### config.mk
export PLATFORM = sky130hd
export DESIGN_NAME = cond_status_unit_flat
export DESIGN_NICKNAME = d
export VERILOG_FILES = /design/src/rtl/cond_status_unit_if.sv /design/src/rtl/cond_status_unit.sv /design/src/flat_wrapper.sv
export SDC_FILE = /design/constraint.sdc
export NUM_CORES = 1
export LEC_CHECK = 0
export BUFFER_PORTS_ARGS = -buffer_cell sky130_fd_sc_hd__buf_2
export CAP_MARGIN = 20
export CORE_MARGIN = 5
export CORE_UTILIZATION = 40
export DETAILED_ROUTE_END_ITERATION = 16
export GPL_TIMING_DRIVEN = 0
export PLACE_DENSITY = 0.66
export SLEW_MARGIN = 20
export SYNTH_ARGS = -nofsm -noshare
export SYNTH_HDL_FRONTEND = slang
export SYNTH_SLANG_ARGS = --single-unit
### constraint.sdc
create_clock -name clk -period 2.12 [get_ports clk]
set_input_delay 0.212 -clock clk [delete_from_list [all_inputs] [get_ports clk]]
set_output_delay 0.212 -clock clk [all_outputs]
set_load 0.02 [all_outputs]
### src/rtl/cond_status_unit_if.sv
// Bundles the pipeline-side signals of the condition/status unit.
// Carries the stall/flush controls, EXE flags, ID condition inputs and the status outputs.
// master drives the inputs and observes the outputs; slave is the unit itself.
interface cond_status_unit_if;
   logic        freeze;
   logic        flush;
   logic [3:0]  statusBits;
   logic        exeS;
   logic        idValid;
   logic [3:0]  idCond;
   logic        cntClr;
   logic [3:0]  srOut;
   logic        carryOut;
   logic        idExecute;
   logic        exeCondPass;
   logic [15:0] annulCount;

   modport master (
      output freeze, flush, statusBits, exeS, idValid, idCond, cntClr,
      input  srOut, carryOut, idExecute, exeCondPass, annulCount
   );

   modport slave (
      input  freeze, flush, statusBits, exeS, idValid, idCond, cntClr,
      output srOut, carryOut, idExecute, exeCondPass, annulCount
   );
endinterface

### src/rtl/cond_status_unit.sv
// ARM-style status register with flag forwarding, condition evaluation and an annul counter.
// idExecute is combinational; exeCondPass, SR and annulCount update one edge later.
// freeze holds all state (except a pending cntClr); no valid/ready backpressure.
module cond_status_unit (
   input  logic              clk,
   input  logic              rst,
   cond_status_unit_if.slave bus_if
);

   logic [3:0]  sr_q, sr_d;
   logic        exe_pass_q, exe_pass_d;
   logic [15:0] cnt_q, cnt_d;
   logic [3:0]  eff_flags;
   logic        cond_pass;
   logic        flag_n, flag_z, flag_c, flag_v;

   // Forward the EXE flags so a set-then-test pair needs no bubble.
   assign eff_flags = bus_if.exeS ? bus_if.statusBits : sr_q;
   assign flag_n    = eff_flags[3];
   assign flag_z    = eff_flags[2];
   assign flag_c    = eff_flags[1];
   assign flag_v    = eff_flags[0];

   // Evaluate the ID-stage condition field against the effective flags.
   always_comb begin
      cond_pass = 1'b0;
      case (bus_if.idCond)
         4'b0000: cond_pass = flag_z;
         4'b0001: cond_pass = ~flag_z;
         4'b0010: cond_pass = flag_c;
         4'b0011: cond_pass = ~flag_c;
         4'b0100: cond_pass = flag_n;
         4'b0101: cond_pass = ~flag_n;
         4'b0110: cond_pass = flag_v;
         4'b0111: cond_pass = ~flag_v;
         4'b1000: cond_pass = flag_c & ~flag_z;
         4'b1001: cond_pass = ~flag_c | flag_z;
         4'b1010: cond_pass = (flag_n == flag_v);
         4'b1011: cond_pass = (flag_n != flag_v);
         4'b1100: cond_pass = ~flag_z & (flag_n == flag_v);
         4'b1101: cond_pass = flag_z | (flag_n != flag_v);
         4'b1110: cond_pass = 1'b1;
         default: cond_pass = 1'b0;
      endcase
   end

   assign bus_if.idExecute = bus_if.idValid & cond_pass & ~bus_if.flush;

   // Next-state for SR, the EXE-aligned pass bit and the saturating annul counter.
   always_comb begin
      sr_d       = sr_q;
      exe_pass_d = exe_pass_q;
      cnt_d      = cnt_q;
      if (!bus_if.freeze) begin
         if (bus_if.exeS)
            sr_d = bus_if.statusBits;
         // idExecute already folds in flush, so a flush loads a zero here.
         exe_pass_d = bus_if.idExecute;
         if (bus_if.idValid && !cond_pass && !bus_if.flush && (cnt_q != 16'hFFFF))
            cnt_d = cnt_q + 16'd1;
      end
      // Clear wins over both freeze and increment.
      if (bus_if.cntClr)
         cnt_d = 16'd0;
   end

   // State registers with asynchronous clear.
   always_ff @(posedge clk or posedge rst) begin
      if (rst) begin
         sr_q       <= 4'b0000;
         exe_pass_q <= 1'b0;
         cnt_q      <= 16'd0;
      end else begin
         sr_q       <= sr_d;
         exe_pass_q <= exe_pass_d;
         cnt_q      <= cnt_d;
      end
   end

   assign bus_if.srOut       = sr_q;
   assign bus_if.carryOut    = sr_q[1];
   assign bus_if.exeCondPass = exe_pass_q;
   assign bus_if.annulCount  = cnt_q;

endmodule

### src/flat_wrapper.sv
// flat-port wrapper written by rule: the top's interface ports become plain ports
module cond_status_unit_flat 
  (clk, rst, bus_if_freeze, bus_if_flush, bus_if_statusBits, bus_if_exeS, bus_if_idValid, bus_if_idCond, bus_if_cntClr, bus_if_srOut, bus_if_carryOut, bus_if_idExecute, bus_if_exeCondPass, bus_if_annulCount);
  cond_status_unit_if bus_if_i ();
  input  logic clk;
  input  logic rst;
  input wire logic [$bits(bus_if_i.freeze)-1:0] bus_if_freeze;
  input wire logic [$bits(bus_if_i.flush)-1:0] bus_if_flush;
  input wire logic [$bits(bus_if_i.statusBits)-1:0] bus_if_statusBits;
  input wire logic [$bits(bus_if_i.exeS)-1:0] bus_if_exeS;
  input wire logic [$bits(bus_if_i.idValid)-1:0] bus_if_idValid;
  input wire logic [$bits(bus_if_i.idCond)-1:0] bus_if_idCond;
  input wire logic [$bits(bus_if_i.cntClr)-1:0] bus_if_cntClr;
  output wire logic [$bits(bus_if_i.srOut)-1:0] bus_if_srOut;
  output wire logic [$bits(bus_if_i.carryOut)-1:0] bus_if_carryOut;
  output wire logic [$bits(bus_if_i.idExecute)-1:0] bus_if_idExecute;
  output wire logic [$bits(bus_if_i.exeCondPass)-1:0] bus_if_exeCondPass;
  output wire logic [$bits(bus_if_i.annulCount)-1:0] bus_if_annulCount;
  assign bus_if_i.freeze = bus_if_freeze;
  assign bus_if_i.flush = bus_if_flush;
  assign bus_if_i.statusBits = bus_if_statusBits;
  assign bus_if_i.exeS = bus_if_exeS;
  assign bus_if_i.idValid = bus_if_idValid;
  assign bus_if_i.idCond = bus_if_idCond;
  assign bus_if_i.cntClr = bus_if_cntClr;
  assign bus_if_srOut = bus_if_i.srOut;
  assign bus_if_carryOut = bus_if_i.carryOut;
  assign bus_if_idExecute = bus_if_i.idExecute;
  assign bus_if_exeCondPass = bus_if_i.exeCondPass;
  assign bus_if_annulCount = bus_if_i.annulCount;
  cond_status_unit u_core (.clk(clk), .rst(rst), .bus_if(bus_if_i));
endmodule
==> summary.txt <==
Clock tree
  • CTS sink count: 21
  • Hold buffer count at cts: 0
  • Clk root buf: clkbuf_8
  • CTS buffer count: 3
  • Clk buf depth: 2
  • H-tree depth: 1
  • CTS clk-pin slew, worst paths: 100 ps
  • TritonCTS clock tree: done
  • Insertion delay to the later sink of the worst-skew pair: 270 ps

Drt
  • Wire per inst: 15.2 µm
  • Drt initial violations: 55
  • Drt first pass iters: 4
  • DRT antenna net count: 0
  • Vias per Instance: 5.54
  • Detailed Route WL: 3880 µm
  • Via Count: 1417
  • DRC viols: 0

Power
  • Switching Share: 32.6%
  • Pleak: 0.839 nW
  • Combinational Power Share: 28.4%
  • Clk network pwr share: 28.2%
  • VDD IR max: 0.000381 V
  • Seq pwr share: 43.4%
  • Pint: 677 µW
  • PwrDens: 510 nW/µm²
  • Net Switching: 328 µW

Timing
  • Setup slack after layout: -218 ps
  • Slew Limit Fails: 0
  • Max frequency: 428 MHz
  • Setup violations, final: 17
  • Slew HR: 43.8%
  • Clk_skew: 15.0 ps
  • RSZ-0062 raised after global routing: true
  • Min Clock Period, post-route: 2340 ps
  • Tcrit/Tclk final: 110%
  • Worst hold slack: 93.2 ps
  • Least-Margin Pin Slew: 842 ps
  • Final hold vios: 0

Yosys
  • Cell taking the most area after synthesis: dfrtp_1
  • Main synth FF type: dfrtp_1
  • Syn Area/Cell: 9.12 µm²
  • Cell Area, Synth: 1460 µm²
  • Post-synth top cells: dfrtp_1 (21), nor2_1 (14), a21oi_1 (12), nand2_1 (12), nand4_1 (10)
  • Synth top area share: 36.0%
  • Syn Nets: 176
  • Asr flop ratio synth: 100%
  • YS warnings: 0
  • Post-synthesis sequential area ratio: 36.0%
  • Most frequent cell after synthesis: dfrtp_1
  • Synth cell types: 37
  • Top cells by area, synth: dfrtp_1 (36%), mux4_2 (4.6%), nand4_1 (4.3%)
  • Cell count after synthesis: 160
  • EDFF count, synth: 0
  • Synth Register Bits: 21

Job
  • # Max-Cap Violations: 0

Worst setup path
  • R2R cell count: 7
  • Crit path launch type: flip-flop
  • Worst Setup End Kind: flip-flop
  • WS Path Type: reg2reg
  • Max FO, Critical Path: 7
  • CP arrival: 2520 ps
  • Crit path required time: 2310 ps

Global route
  • Largest net degree at the start of global routing: 22
  • GRT Util Overall: 15.6%
  • Global route overflow: 0
  • Vias in the first global route: 1373
  • Initial antenna violation count: 0
  • First-pass GRT wire length: 6310 µm

Outcome
  • Status: finished, violations left
  • Failing checks: setup timing

Cells and area
  • Layout cell share with drive strength beyond 1: 44.7%
  • N_diodes: 0
  • Final instance area: 1970 µm²
  • Synth-to-Final Area Change: 35.2%
  • Nets@finish: 225

Die
  • Die area: 4950 µm²
  • Die Wd: 70.4 µm
  • Effective utilization at floorplan: 40.5%
  • Die Span Y: 70.4 µm
  • CORE AREA: 3610 µm²
  • Top-Level Pins: 38
  • Placement Rows: 22

Placed design
  • IO buf count: 34
  • Dpl hpwl: 2640 µm
  • Post-DP Area: 1710 µm²
  • GPL Wtd Cong: 0.774

Worst hold path
  • Hold Crit Class: in2async
## area by class of cell
class                      count  area, µm²
buffer                         9       53.8
clock buffer                   3       41.3
clock inverter                 1       7.51
fill                         344       1630
inverter                       7       26.3
multi-input combinational    123        998
sequential                    21        529
tap                           48       60.1
timing repair buffer          44        255
## worst max-delay path: stages (launching register included)
cell and delay, ps:
dfrtp_2 440, xor2_2 190, mux4_2 510, mux2i_4 250, buf_4 160, nand4_4 120
or4_4 460, a21oi_2 130
## path summary, 6_finish.rpt
check                                          startpoint                      endpoint  slack (ps)
worst max-delay path               u_core.bus_if.srOut[3]  u_core.bus_if.annulCount[12]        -220
worst min-delay path                                  rst        u_core.bus_if.srOut[1]          90
worst max register to register     u_core.bus_if.srOut[3]  u_core.bus_if.annulCount[12]        -220
worst min register to register  u_core.bus_if.exeCondPass     u_core.bus_if.exeCondPass         500
max in group asynchronous                             rst        u_core.bus_if.srOut[3]        1440
min in group clk                            bus_if_cntClr  u_core.bus_if.annulCount[11]         220
## placed cells by master, fill, tap and decap left out, types with 3 or more instances in the layout
master	instances
inv_1	7
or4_4	3
clkbuf_8	4
a21oi_1	5
mux2_1	3
a21oi_2	7
nor2b_1	7
or3_1	6
mux4_2	3
nand4_1	10
nand2_1	11
and3_1	3
buf_4	11
dfrtp_2	3
or4_1	3
clkbuf_1	4
o31ai_1	3
mux2_2	4
buf_2	35
dfrtp_1	18
mux2i_1	3
o21ai_0	8
nor2_1	12
## layer usage
| layer | track usage (%) | share of wire, % | up-vias |
|---|---|---|---|
| met5 | 0 | 0 | - |
| met4 | 4.26 | 0.72 | 0 |
| met3 | 3.17 | 5.1 | 4 |
| met2 | 24.8 | 47 | 37 |
| met1 | 21.4 | 48 | 690 |
| li1 | - | - | 686 |
## logic make-up after synthesis
group / synth area share [%]
AOI/OAI and AO/OA: 12.9
xor gates and xnor gates: 1.20
adders and majority gates: 0.857
buffers and inverters: 4.63
DFF: 36.0
muxes: 15.1
and+or+nand+nor: 29.3
## power groups by stage
| stage | clock network [mW] | logic [mW] | registers, mW |
|---|---|---|---|
| after global routing | 0.304 | 0.309 | 0.440 |
| after CTS | 0.289 | 0.270 | 0.434 |
| final | 0.283 | 0.285 | 0.437 |
| after global placement | 0 | 0.227 | 0.441 |
| after floorplan | 0 | 0.142 | 0.459 |
| after detailed placement | 0 | 0.227 | 0.443 |
## flip-flops by register name, summed over array words and instances (netlist names)
register and cells:
u_core.bus_if.annulCount 16, u_core.bus_if.exeCondPass 1, u_core.bus_if.srOut 4
## metrics by stage
step | total power [mW] | utilization [%] | std cells | setup slack, ps | TNS, ps
floorplan | 0.601 | - | 160 | -111 | -857
detailed placement | 0.670 | 47.5 | 242 | -404 | -3590
global route | 1.05 | 54.7 | 256 | -303 | -4130
finish | 1.00 | 54.7 | 256 | -218 | -2410
CTS | 0.994 | 53.0 | 255 | -200 | -1980
global placement | 0.668 | 47.5 | 242 | -398 | -3590
## repair_timing
item | 4_1_cts | 5_1_grt
endpoints found under the setup margin | 16 | 17
pin swaps | 8 | 2
buffers inserted | 9 | 1
gates resized for setup | 19 | 12
No activity file was read; power rests on OpenSTA's default activity.
